**src/rtl/layer_result_collector.sv**
```systemverilog
// rtl/layer_result_collector.sv - eight-beat pass tracker that queues MAC results in a small FIFO
// Optional beat-sequence checking is enabled by defining COLLECTOR_PROTO_CHECK_EN.
module layer_result_collector #(
   parameter int ACC_W      = 16,
   parameter int FIFO_DEPTH = 4
) (
   input  logic                        clk,
   input  logic                        rst_n,
   input  logic [3:0]                  valid_ctrl,
   input  logic [2*ACC_W-1:0]          acc_in,
   input  logic                        out_ready,
   output logic                        out_valid,
   output logic [2*ACC_W-1:0]          out_data,
   output logic [1:0]                  out_tag,
   output logic [$clog2(FIFO_DEPTH):0] fifo_level,
   output logic                        pass_done,
   output logic                        ovf,
   output logic                        proto_err
);
   localparam int         AW     = $clog2(FIFO_DEPTH);
   localparam logic [3:0] C_LOAD = 4'b0011;
   localparam logic [3:0] C_SWAP = 4'b1100;
   localparam logic [3:0] C_NONE = 4'b0000;

   typedef enum logic [2:0] {
      S_IDLE, S_MAC0, S_W_SWAP0, S_MAC1, S_W_LOAD1, S_MAC2, S_W_SWAP1, S_MAC3
   } state_t;

   state_t             r_state;
   logic               r_pass_done;
   logic               r_ovf;
   logic [AW-1:0]      r_wr_ptr;
   logic [AW-1:0]      r_rd_ptr;
   logic [AW:0]        r_count;
   logic [2*ACC_W+1:0] r_mem [FIFO_DEPTH];

   logic               w_push;
   logic [1:0]         w_push_tag;
   logic               w_pop;
   logic               w_full;
   logic               w_push_ok;
   logic               w_bad;
   logic [2*ACC_W+1:0] w_head;

   always_comb begin
      w_push     = 1'b0;
      w_push_tag = 2'd0;
      case (r_state)
         S_MAC0:  begin w_push = 1'b1; w_push_tag = 2'd0; end
         S_MAC1:  begin w_push = 1'b1; w_push_tag = 2'd1; end
         S_MAC2:  begin w_push = 1'b1; w_push_tag = 2'd2; end
         S_MAC3:  begin w_push = 1'b1; w_push_tag = 2'd3; end
         default: ;
      endcase
   end

   always_comb begin
      w_bad = 1'b0;
`ifdef COLLECTOR_PROTO_CHECK_EN
      case (r_state)
         S_IDLE:               w_bad = (valid_ctrl != C_NONE) && (valid_ctrl != C_LOAD);
         S_W_SWAP0, S_W_SWAP1: w_bad = (valid_ctrl != C_SWAP);
         S_W_LOAD1:            w_bad = (valid_ctrl != C_LOAD);
         default:              w_bad = (valid_ctrl != C_NONE);
      endcase
`endif
   end

   // A MAC beat still captures even when its own code is illegal; only the tracker aborts.
   always_ff @(posedge clk) begin
      if (!rst_n) begin
         r_state     <= S_IDLE;
         r_pass_done <= 1'b0;
      end else begin
         r_pass_done <= (r_state == S_MAC3) && !w_bad;
         if (w_bad) begin
            r_state <= S_IDLE;
         end else begin
            case (r_state)
               S_IDLE:    if (valid_ctrl == C_LOAD) r_state <= S_MAC0;
               S_MAC0:    r_state <= S_W_SWAP0;
               S_W_SWAP0: if (valid_ctrl == C_SWAP) r_state <= S_MAC1;
               S_MAC1:    r_state <= S_W_LOAD1;
               S_W_LOAD1: if (valid_ctrl == C_LOAD) r_state <= S_MAC2;
               S_MAC2:    r_state <= S_W_SWAP1;
               S_W_SWAP1: if (valid_ctrl == C_SWAP) r_state <= S_MAC3;
               default:   r_state <= S_IDLE;
            endcase
         end
      end
   end

`ifdef COLLECTOR_PROTO_CHECK_EN
   logic r_proto_err;

   always_ff @(posedge clk) begin
      if (!rst_n)     r_proto_err <= 1'b0;
      else if (w_bad) r_proto_err <= 1'b1;
   end

   assign proto_err = r_proto_err;
`else
   assign proto_err = 1'b0;
`endif

   assign out_valid = (r_count != '0);
   assign w_full    = (r_count == (AW+1)'(FIFO_DEPTH));
   assign w_pop     = out_valid && out_ready;
   assign w_push_ok = w_push && (!w_full || w_pop);

   always_ff @(posedge clk) begin
      if (!rst_n) begin
         r_wr_ptr <= '0;
         r_rd_ptr <= '0;
         r_count  <= '0;
         r_ovf    <= 1'b0;
      end else begin
         if (w_push_ok) r_wr_ptr <= r_wr_ptr + 1'b1;
         if (w_pop)     r_rd_ptr <= r_rd_ptr + 1'b1;
         if (w_push_ok && !w_pop)      r_count <= r_count + 1'b1;
         else if (!w_push_ok && w_pop) r_count <= r_count - 1'b1;
         if (w_push && !w_push_ok)     r_ovf   <= 1'b1;
      end
   end

   always_ff @(posedge clk) begin
      if (w_push_ok) r_mem[r_wr_ptr] <= {w_push_tag, acc_in};
   end

   // Storage is not cleared by reset, so the head is masked while the FIFO is empty.
   assign w_head     = r_mem[r_rd_ptr];
   assign out_data   = out_valid ? w_head[2*ACC_W-1:0] : '0;
   assign out_tag    = out_valid ? w_head[2*ACC_W+1 -: 2] : 2'd0;
   assign fifo_level = r_count;
   assign pass_done  = r_pass_done;
   assign ovf        = r_ovf;
endmodule

```
**config.mk**
```make
export PLATFORM = sky130hd
export DESIGN_NAME = layer_result_collector
export DESIGN_NICKNAME = d
export VERILOG_FILES = /design/src/rtl/layer_result_collector.sv
export SDC_FILE = /design/constraint.sdc
export NUM_CORES = 1
export LEC_CHECK = 0
export ABC_AREA = 0
export CAP_MARGIN = 20
export CORE_MARGIN = 4
export CORE_UTILIZATION = 50
export CTS_CLUSTER_DIAMETER = 40
export DETAILED_ROUTE_END_ITERATION = 12
export MAX_ROUTING_LAYER = met4
export PLACE_DENSITY = 0.75
export SYNTH_ARGS = -nofsm -noshare
export SYNTH_HDL_FRONTEND = slang
export SYNTH_SLANG_ARGS = --single-unit
```
**constraint.sdc**
```tcl
create_clock -name clk -period 3.4 [get_ports clk]
set_input_delay 0.68 -clock clk [delete_from_list [all_inputs] [get_ports clk]]
set_output_delay 0.68 -clock clk [all_outputs]
set_load 0.005 [all_outputs]
```
==> results.py, run 1 <==
metrics = {
    "die": {
        "die-width_um": 117,
        "die_area_mm2": 0.0136,
        "core_mm2": 0.0115,
        "die_h_um": 117,
        "io_pins": 80,
        "start_util_pct": 51.4,
        "fp-row-count": 39,
    },
    "synth": {
        "synth_mux_area_share_pct": 13.7,
        "synthAdderAreaFrac_pct": 1.40,
        "synth_fp_nets": 332,
        "syn_inst": 287,
        "synth_seq_area_share_pct": 73.8,
        "yosys.area_share.simple_pct": 7.21,
        "syn-mean-instance-area_um2": 20.6,
        "netlist_area_mm2": 0.00592,
        "synth_cell_types": 33,
        "ys.flop_type": "edfxtp_1",
        "synth-warning-count": 0,
        "synth_xor_area_share_pct": 0.740,
        "synth-seq-cells": 150,
        "synth_compound_area_share_pct": 0.804,
        "synthArstFlopShare_pct": 0,
        "synth_top_family_by_area": "multiplexers",
        "synth-edff-count": 136,
    },
    "critical_path": {
        "slowest_delay_ns": 0.62,
        "reg2reg_from": "fifo_level[0]",
        "slowest_stage": "dfxtp_2",
        "crit_path_max_fanout": 13,
        "r2r_setup_slack_ns": 1.23,
        "crit_chain": "buf_12 > mux4_1 > nor2b_1 > clkdlybuf4s50_1",
        "crit_family": "buffers and inverters",
        "cp-end-kind": "output pin",
        "crit_arrival_ns": 2.42,
        "reg2reg_to": "fifo_level[2]",
        "path_buf_inv": 2,
        "crit_type": "reg2out",
        "critical_path_cell_count": 4,
        "reg2reg_depth": 8,
        "worstPathRequired_ns": 2.72,
        "worst_setup_path_start_kind": "register",
        "endpoint": "out_data[31]",
    },
    "clocking": {
        "clockBufferDepth": 2,
        "cts_buffers": 17,
        "post_cts_buffers": 0,
        "cts_root_buf": "clkbuf_16",
        "clk_latency_ns": 0.40,
        "clkTransAtPathRegs_ns": 0.06,
        "numClockSinks": 150,
        "cts_tree": "yes",
        "cts_resized": 0,
        "htreeDepth": 4,
        "hold_buffers": 0,
    },
    "routing": {
        "detail_route.wirelength_mm": 10.6,
        "drtPass1Iterations": 4,
        "route.vias.total": 2906,
        "wl_per_cell_um": 19.6,
        "drtIter0Drc": 173,
        "viasPerCell": 5.40,
        "drc": 0,
        "ant_nets": 0,
    },
    "run_status": {
        "status": "finished clean",
    },
    "power": {
        "p_per_area_mw_per_mm2": 701,
        "peakVddDrop_uv": 482,
        "p_leak_nw": 2.44,
        "power_mw": 5.27,
    },
    "run": {
        "max_cap_violations": 0,
    },
    "timing": {
        "relSlewSlack_pct": 64.2,
        "rsz0062_at_grt": "no",
        "finalCriticalPeriod_ns": 3.10,
        "max_clock_freq_ghz": 0.323,
        "drv_slew": 0,
        "fin_crit_sh_pct": 91.2,
        "finalSetupTns_ns": 0,
        "hold_viol": 0,
        "worst_pin_slew_ns": 0.538,
        "setup_viol": 0,
        "skew_ns": 0.00655,
    },
    "cells_and_area": {
        "nets": 427,
        "final_cell_mix": "136 x edfxtp_1, 78 x clkdlybuf4s50_1, 34 x nor2b_1",
        "final_common_cell": "edfxtp_1",
        "fill_cells": 796,
        "drive_gt1_share_pct": 21.5,
        "fin_area_mm2": 0.00751,
        "diodes": 0,
        "syn_to_final_growth_pct": 27.0,
    },
    "grt": {
        "track_usage_pct": 17.4,
        "antenna_found_initial": 0,
        "grt_max_degree": 38,
        "grt-ovfl-total": 0,
        "first_global_vias": 3117,
        "grt_pass1_wl_mm": 16.9,
    },
    "placed_design": {
        "hpwl_mm": 6.43,
        "gp_congestion": 0.704,
        "port_buffers": 78,
        "post_dp_cell_area_mm2": 0.00690,
    },
    "hold_path": {
        "min_path_type": "reg2reg",
    },
}
==> flip-flops by register name, indices dropped and copies added (netlist names), named ones only <==
signal,flops
fifo_level,3
ovf,1
pass_done,1
r_mem,136
r_rd_ptr,2
r_state,3
r_wr_ptr,2
==> worst min-delay path by stage <==
stage | startpoint | end | slack (ns) | depth (start not counted)
6_report | ovf | ovf | 0.51 | 2
5_1_grt | ovf | ovf | 0.54 | 2
4_1_cts | ovf | ovf | 0.51 | 2
3_3_place_gp | ovf | ovf | 0.48 | 2
2_1_floorplan | r_wr_ptr[1] | r_wr_ptr[1] | 0.47 | 2
3_5_place_dp | ovf | ovf | 0.48 | 2
==> worst reg2reg max path, cell delays in order (launching register included) <==
cell and delay, ns:
dfxtp_1 0.54, nor4b_2 0.11, nor2b_1 0.19, ha_1 0.21, inv_1 0.06, fa_1 0.37, xor2_1 0.17, or3_1 0.30
a21boi_0 0.15
==> cell families after synthesis <==
family                   count (synthesis)
adder cells (fa/ha/maj)                  6
multiplexers                            37
XOR/XNOR                                 5
AND/OR/NAND/NOR                         63
flip-flops                             150
buffers and inverters                   18
other                                    1
AO/OA/AOI/OAI                            7
==> power by group <==
group	leakage, nW	switching [mW]	total (mW)	internal, mW
Clock	0.293	0.693	1.92	1.23
Sequential	1.34	0.0634	2.10	2.04
Combinational	0.809	0.509	1.25	0.737
==> through the flow <==
stage / worst slack (ns) / utilization [%] / cells / hold slack (ns)
final: 0.301 / 65.3 / 538 / 0.508
after global placement: 0.658 / 59.9 / 506 / 0.480
after CTS: 0.230 / 65.3 / 538 / 0.505
after global routing: 0.130 / 65.3 / 538 / 0.540
after detailed placement: 0.568 / 59.9 / 506 / 0.483
after floorplan: 1.16 / - / 287 / 0.468
==> cell usage after synthesis (all sizes together), types with 3 or more instances <==
library cell / instances / share of area [%]
xnor2: 3 / 0.44
mux2i: 3 / 0.51
ha: 5 / 1.1
buf: 12 / 1.9
dfxtp: 14 / 4.7
mux4: 34 / 13
and2: 10 / 1.1
inv: 4 / 0.25
nor2b: 38 / 4.5
nand2: 6 / 0.38
edfxtp: 136 / 69
==> final cells by class <==
cell class | count | area [um2] | area share, %
Clock buffer | 19 | 433 | 5.76
Clock inverter | 13 | 180 | 2.40
Inverter | 4 | 15.0 | 0.200
Multi-Input combinational cell | 119 | 1420 | 18.9
Sequential cell | 150 | 4370 | 58.1
Tap cell | 143 | 179 | 2.38
Timing Repair Buffer | 90 | 921 | 12.3
==> routing by layer <==
layer  vias up  GRT usage (%)  share of wire [%]
met5         -              -                  0
met4         0           4.13                1.1
met3        12           5.60                6.0
met2       106           26.4                 48
met1      1465           23.4                 45
li1       1323              -                  -
Note: power is estimated with default switching activity, not from simulation.
==> run 2, diff against run 1 <==
CORE_UTILIZATION = 54   (was 50)
PLACE_DENSITY = 0.8   (was 0.75)
clock period = 2.94 ns   (was 3.4 ns; I/O delays follow)
==> run 2 against run 1 <==
Effect of this change:
- global-route usage up 1.3 points
- core utilization is 6.3 points higher
- final cell count decreased by 1.5%
- clock skew rose by 0.0024 ns
- worst setup slack got worse by 0.26 ns
- largest power group unchanged
- highest routed layer unchanged
- hold slack worse by 0.0096 ns
- via count grew 0.96%
- clock-buffer cell count up 3
- die area decreased by 6.9%
- critical path depth is the same
- register-to-register slack worse by 0.48 ns
==> results.py, run 2 (same netlist as run 1, synthesis figures left out) <==
metrics = {
    "routing": {
        "drtIter0Drc": 160,
        "drtPass1Iterations": 4,
        "routed.top_layer": "met4",
        "ant_nets": 0,
        "routedLengthMet1_mm": 4.45,
        "route.vias.total": 2934,
        "detail_route.wirelength_mm": 10.8,
        "met2_length_mm": 5.55,
        "viasPerCell": 5.54,
        "wl_per_cell_um": 20.3,
        "drc": 0,
        "dr_wl_met3_um": 636,
    },
    "clocking": {
        "clkTransAtPathRegs_ns": 0.06,
        "clockBufferDepth": 2,
        "numClockSinks": 150,
        "clk_latency_ns": 0.52,
        "hold_buffers": 0,
        "cts_tree": "yes",
        "cts_root_buf": "clkbuf_8",
        "cts_buffers": 17,
        "htreeDepth": 4,
    },
    "critical_path": {
        "cp-end-kind": "output pin",
        "worst_setup_path_start_kind": "register",
        "crit_path_max_fanout": 8,
        "crit_type": "reg2out",
        "crit_arrival_ns": 2.31,
        "worstPathRequired_ns": 2.35,
    },
    "grt": {
        "antenna_found_initial": 0,
        "first_global_vias": 3117,
        "grt_pass1_wl_mm": 17.0,
        "grt_max_degree": 38,
        "track_usage_pct": 18.8,
        "grt-ovfl-total": 0,
    },
    "power": {
        "p_seq_share_pct": 39.9,
        "p_per_area_mw_per_mm2": 810,
        "internal_power_mw": 4.65,
        "p_clk_share_pct": 35.2,
        "peakVddDrop_uv": 595,
        "pwr-share-comb_pct": 24.9,
        "p_sw_share_pct": 23.6,
        "p_sw_mw": 1.44,
        "p_leak_nw": 2.44,
    },
    "run_status": {
        "status": "finished clean",
    },
    "hold_path": {
        "min_path_type": "reg2reg",
    },
    "die": {
        "start_util_pct": 56.3,
        "die_area_mm2": 0.0127,
        "die-width_um": 113,
        "die_h_um": 113,
        "fp-row-count": 37,
        "core_mm2": 0.0105,
        "io_pins": 80,
    },
    "placed_design": {
        "dp.cells": 494,
        "gp_congestion": 0.735,
        "hpwl_mm": 6.48,
        "port_buffers": 78,
    },
    "cells_and_area": {
        "final_cell_mix": "136 x edfxtp_1, 78 x clkdlybuf4s50_1, 34 x nor2b_1",
        "nets": 426,
        "top_register": "r_mem",
        "post-route-util_pct": 71.5,
        "diodes": 0,
        "layoutNonFillerInstCount": 530,
        "fill_cells": 636,
        "syn_to_final_growth_pct": 27.0,
        "largest_register_ffs": 136,
        "final_common_cell": "edfxtp_1",
        "drive_gt1_share_pct": 20.1,
    },
    "timing": {
        "finalCriticalPeriod_ns": 2.90,
        "rsz0062_at_grt": "yes",
        "fin_crit_sh_pct": 98.5,
        "finalSetupTns_ns": 0,
        "max_clock_freq_ghz": 0.345,
        "relSlewSlack_pct": 36.6,
        "hold_viol": 0,
        "drv_slew": 0,
        "worst_pin_slew_ns": 0.951,
        "setup_viol": 0,
        "skew_ns": 0.00891,
    },
    "run": {
        "max_cap_violations": 0,
    },
}
==> run 2: final timing paths <==
path / slack (ns) / end / start / depth (start not counted)
worst min-delay path: 0.50 / ovf / ovf / 2
worst min register to register: 0.50 / ovf / ovf / 2
worst max register to register: 0.75 / fifo_level[2] / fifo_level[0] / 8
worst max-delay path: 0.04 / out_data[5] / register / 4
==> run 2: layout make-up <==
class	count	area (um2)	area share (%)
sequential	150	4370	58.1
clock buffer	22	433	5.76
tap	136	170	2.26
multi-input combinational	119	1420	18.9
inverter	4	15.0	0.200
clock inverter	10	154	2.05
timing repair buffer	89	955	12.7
==> run 2: power by group through the flow <==
stage                     logic, mW  registers, mW  clock network (mW)
after global placement         1.47           2.47                   0
after CTS                      1.54           2.43                2.17
after detailed placement       1.49           2.48                   0
after global routing           1.64           2.43                2.29
after floorplan               0.724           2.45                   0
final                          1.52           2.43                2.14
==> run 2: metrics by stage <==
| stage | cell area [um2] | hold WS [ns] | total power [mW] | worst slack (ns) |
|---|---|---|---|---|
| 2_1_floorplan | 5920 | 0.468 | 3.17 | 0.796 |
| 6_report | 7520 | 0.498 | 6.09 | 0.0445 |
| 5_1_grt | 7520 | 0.509 | 6.37 | -0.0546 |
| 3_3_place_gp | 6870 | 0.477 | 3.95 | 0.237 |
| 4_1_cts | 7520 | 0.495 | 6.14 | -0.00838 |
| 3_5_place_dp | 6870 | 0.484 | 3.96 | 0.173 |
==> run 2: routing by layer <==
metal,GRT usage (%),up-vias
met4,5.53,0
li1,-,1318
met5,-,-
met1,23.0,1503
met3,5.61,15
met2,30.5,98
==> run 2: what timing repair did <==
item | 4_1_cts | 5_1_grt
setup buffers | 3 | 0
gates cloned | 1 | 0
endpoints found under the setup margin | 28 | 11
resized for setup | 2 | 0
==> run 2: critical path, stage by stage (launching register included) <==
cell	delay, ns
dfxtp_4	0.40
bufbuf_16	0.30
mux4_2	0.51
nor2b_1	0.14
clkdlybuf4s50_1	0.44
==> run 3, diff against run 2 <==
GPL_ROUTABILITY_DRIVEN = 1   (was not set)
REMOVE_ABC_BUFFERS = 1   (was not set)
==> run 3 against run 2 <==
Effect of this change:
- core utilization grew 0.98 points
- clock-buffer cell count decreased by 2
- clock power barely moved
- final cell count is 1.1% higher
- flip-flop and latch count stayed put
- first-iteration DRC count rose by 27%
- hold slack improved by 0.017 ns
- clock skew decreased by 0.0028 ns
- register-to-register slack better by 0.05 ns
- critical path type unchanged
- global-route usage shrank 0.16 points
- total power up 0.63%
- largest power group unchanged
==> results.py, run 3 (same netlist as run 1, synthesis figures left out) <==
metrics = {
    "routing": {
        "route.vias.total": 2984,
        "drtIter0Drc": 203,
        "viasPerCell": 5.57,
        "detail_route.wirelength_mm": 11.4,
        "ant_nets": 0,
        "wl_per_cell_um": 21.3,
        "drc": 0,
        "drtPass1Iterations": 4,
    },
    "cells_and_area": {
        "drive_gt1_share_pct": 22.3,
        "nets": 431,
        "final_common_cell": "edfxtp_1",
        "fin_area_mm2": 0.00762,
        "syn_to_final_growth_pct": 28.8,
        "regArea_mm2": 0.00437,
        "top_register": "r_mem",
        "multi_input_area_mm2": 0.00142,
        "fill_cells": 634,
        "final_cell_mix": "136 x edfxtp_1, 78 x clkdlybuf4s50_1, 34 x nor2b_1",
        "largest_register_ffs": 136,
    },
    "timing": {
        "setup_viol": 0,
        "finalCriticalPeriod_ns": 2.87,
        "setup_slack_ns": 0.0725,
        "max_clock_freq_ghz": 0.349,
        "drv_slew": 0,
        "fin_crit_sh_pct": 97.5,
        "hold_viol": 0,
        "skew_ns": 0.00616,
    },
    "grt": {
        "first_global_vias": 3178,
        "grt_max_degree": 38,
        "track_usage_pct": 18.6,
        "grt-ovfl-total": 0,
        "grt_pass1_wl_mm": 17.0,
        "antenna_found_initial": 0,
    },
    "critical_path": {
        "worstPathRequired_ns": 2.35,
        "crit_arrival_ns": 2.28,
        "worst_setup_path_start_kind": "register",
        "crit_path_max_fanout": 8,
        "r2r_setup_slack_ns": 0.80,
        "reg2reg_depth": 8,
        "reg2reg_to": "fifo_level[2]",
        "cp-end-kind": "output pin",
        "reg2reg_from": "fifo_level[1]",
        "crit_type": "reg2out",
    },
    "clocking": {
        "clkTransAtPathRegs_ns": 0.06,
        "cts_tree": "yes",
        "numClockSinks": 150,
        "clockBufferDepth": 2,
        "clk_latency_ns": 0.52,
        "cts_root_buf": "clkbuf_8",
        "htreeDepth": 4,
        "cts_buffers": 17,
    },
    "power": {
        "p_sw_mw": 1.50,
        "p_sw_share_pct": 24.5,
        "power_mw": 6.13,
        "peakVddDrop_uv": 491,
        "p_leak_nw": 2.47,
        "pwr-share-comb_pct": 25.1,
        "p_per_area_mw_per_mm2": 804,
        "p_clk_share_pct": 35.1,
        "p_seq_share_pct": 39.7,
        "internal_power_mw": 4.62,
    },
    "placed_design": {
        "gp_congestion": 0.715,
        "hpwl_mm": 6.39,
        "port_buffers": 78,
        "dp_slack_ns": 0.227,
        "post_dp_cell_area_mm2": 0.00693,
    },
    "die": {
        "io_pins": 80,
        "die_area_mm2": 0.0127,
        "die-width_um": 113,
        "start_util_pct": 56.3,
        "core_mm2": 0.0105,
        "die_h_um": 113,
        "fp-row-count": 37,
    },
    "hold_path": {
        "min_delay_path_depth": 1,
        "min_path_type": "reg2reg",
        "hold_path_end": "pass_done",
        "hp-start": "r_state[2]",
    },
    "run_status": {
        "status": "finished clean",
    },
    "run": {
        "max_cap_violations": 0,
    },
}
-- run 3: cell count changes in the layout (fill, tap and decap cells not counted), moves of 2 or more --
| cell | before | now |
|---|---|---|
| clkinvlp_4 | 1 | 6 |
| clkbuf_1 | 5 | 1 |
| clkbuf_16 | 16 | 19 |
| buf_12 | 5 | 7 |
| buf_4 | 4 | 6 |
| clkbuf_8 | 1 | 3 |
-- run 3: how the worst max path moves through the flow --
stage / startpoint / end / slack, ns / depth (start not counted)
6_report: register / out_data[7] / 0.07 / 4
5_1_grt: register / out_data[11] / -0.02 / 4
4_1_cts: register / out_data[1] / 0.02 / 4
3_5_place_dp: out_ready / fifo_level[2] / 0.23 / 9
3_3_place_gp: out_ready / fifo_level[2] / 0.30 / 9
2_1_floorplan: register / out_data[0] / 0.05 / 2
-- run 3: final cells by class --
class	instances	area share [%]
Tap cell	136	2.23
Timing Repair Buffer	94	13.7
Sequential cell	150	57.4
Clock buffer	20	5.85
Antenna cell	1	0.0328
Multi-Input combinational cell	119	18.6
Clock inverter	12	2.00
Inverter	4	0.197
-- run 3: power groups by stage --
| stage | registers, mW | clock network, mW | logic, mW |
|---|---|---|---|
| floorplan | 2.50 | 0 | 0.595 |
| global placement | 2.46 | 0 | 1.49 |
| detailed placement | 2.47 | 0 | 1.51 |
| CTS | 2.43 | 2.18 | 1.52 |
| global route | 2.44 | 2.30 | 1.66 |
| finish | 2.43 | 2.15 | 1.54 |
-- run 3: through the flow --
stage / hold slack (ns) / setup TNS (ns) / cells / utilization (%)
floorplan: 0.468 / 0 / 273 / -
global placement: 0.475 / 0 / 500 / 65.9
detailed placement: 0.508 / 0 / 500 / 65.9
CTS: 0.518 / 0 / 532 / 71.7
global route: 0.527 / -0.0226 / 535 / 72.5
finish: 0.515 / 0 / 536 / 72.5
-- run 3: routing by layer --
layer	up-vias	global-route usage [%]	routed length, um
met5	-	-	0
met1	1535	23.8	4730
li1	1334	-	-
met3	9	5.18	726
met4	0	5.53	78
met2	106	29.3	5900
-- run 3: what timing repair did --
action | 4_1_cts | 5_1_grt
hold buffers | 0 | 0
setup buffers | 0 | 0
resized for setup | 2 | 3
cloned | 0 | 3
setup endpoints to repair | 17 | 7
-- run 3: critical path, stage by stage, from the launching register on --
cell and delay [ns]:
dfxtp_4 0.44, clkbuf_16 0.20, mux4_2 0.51, nor2b_1 0.15, clkdlybuf4s50_1 0.45
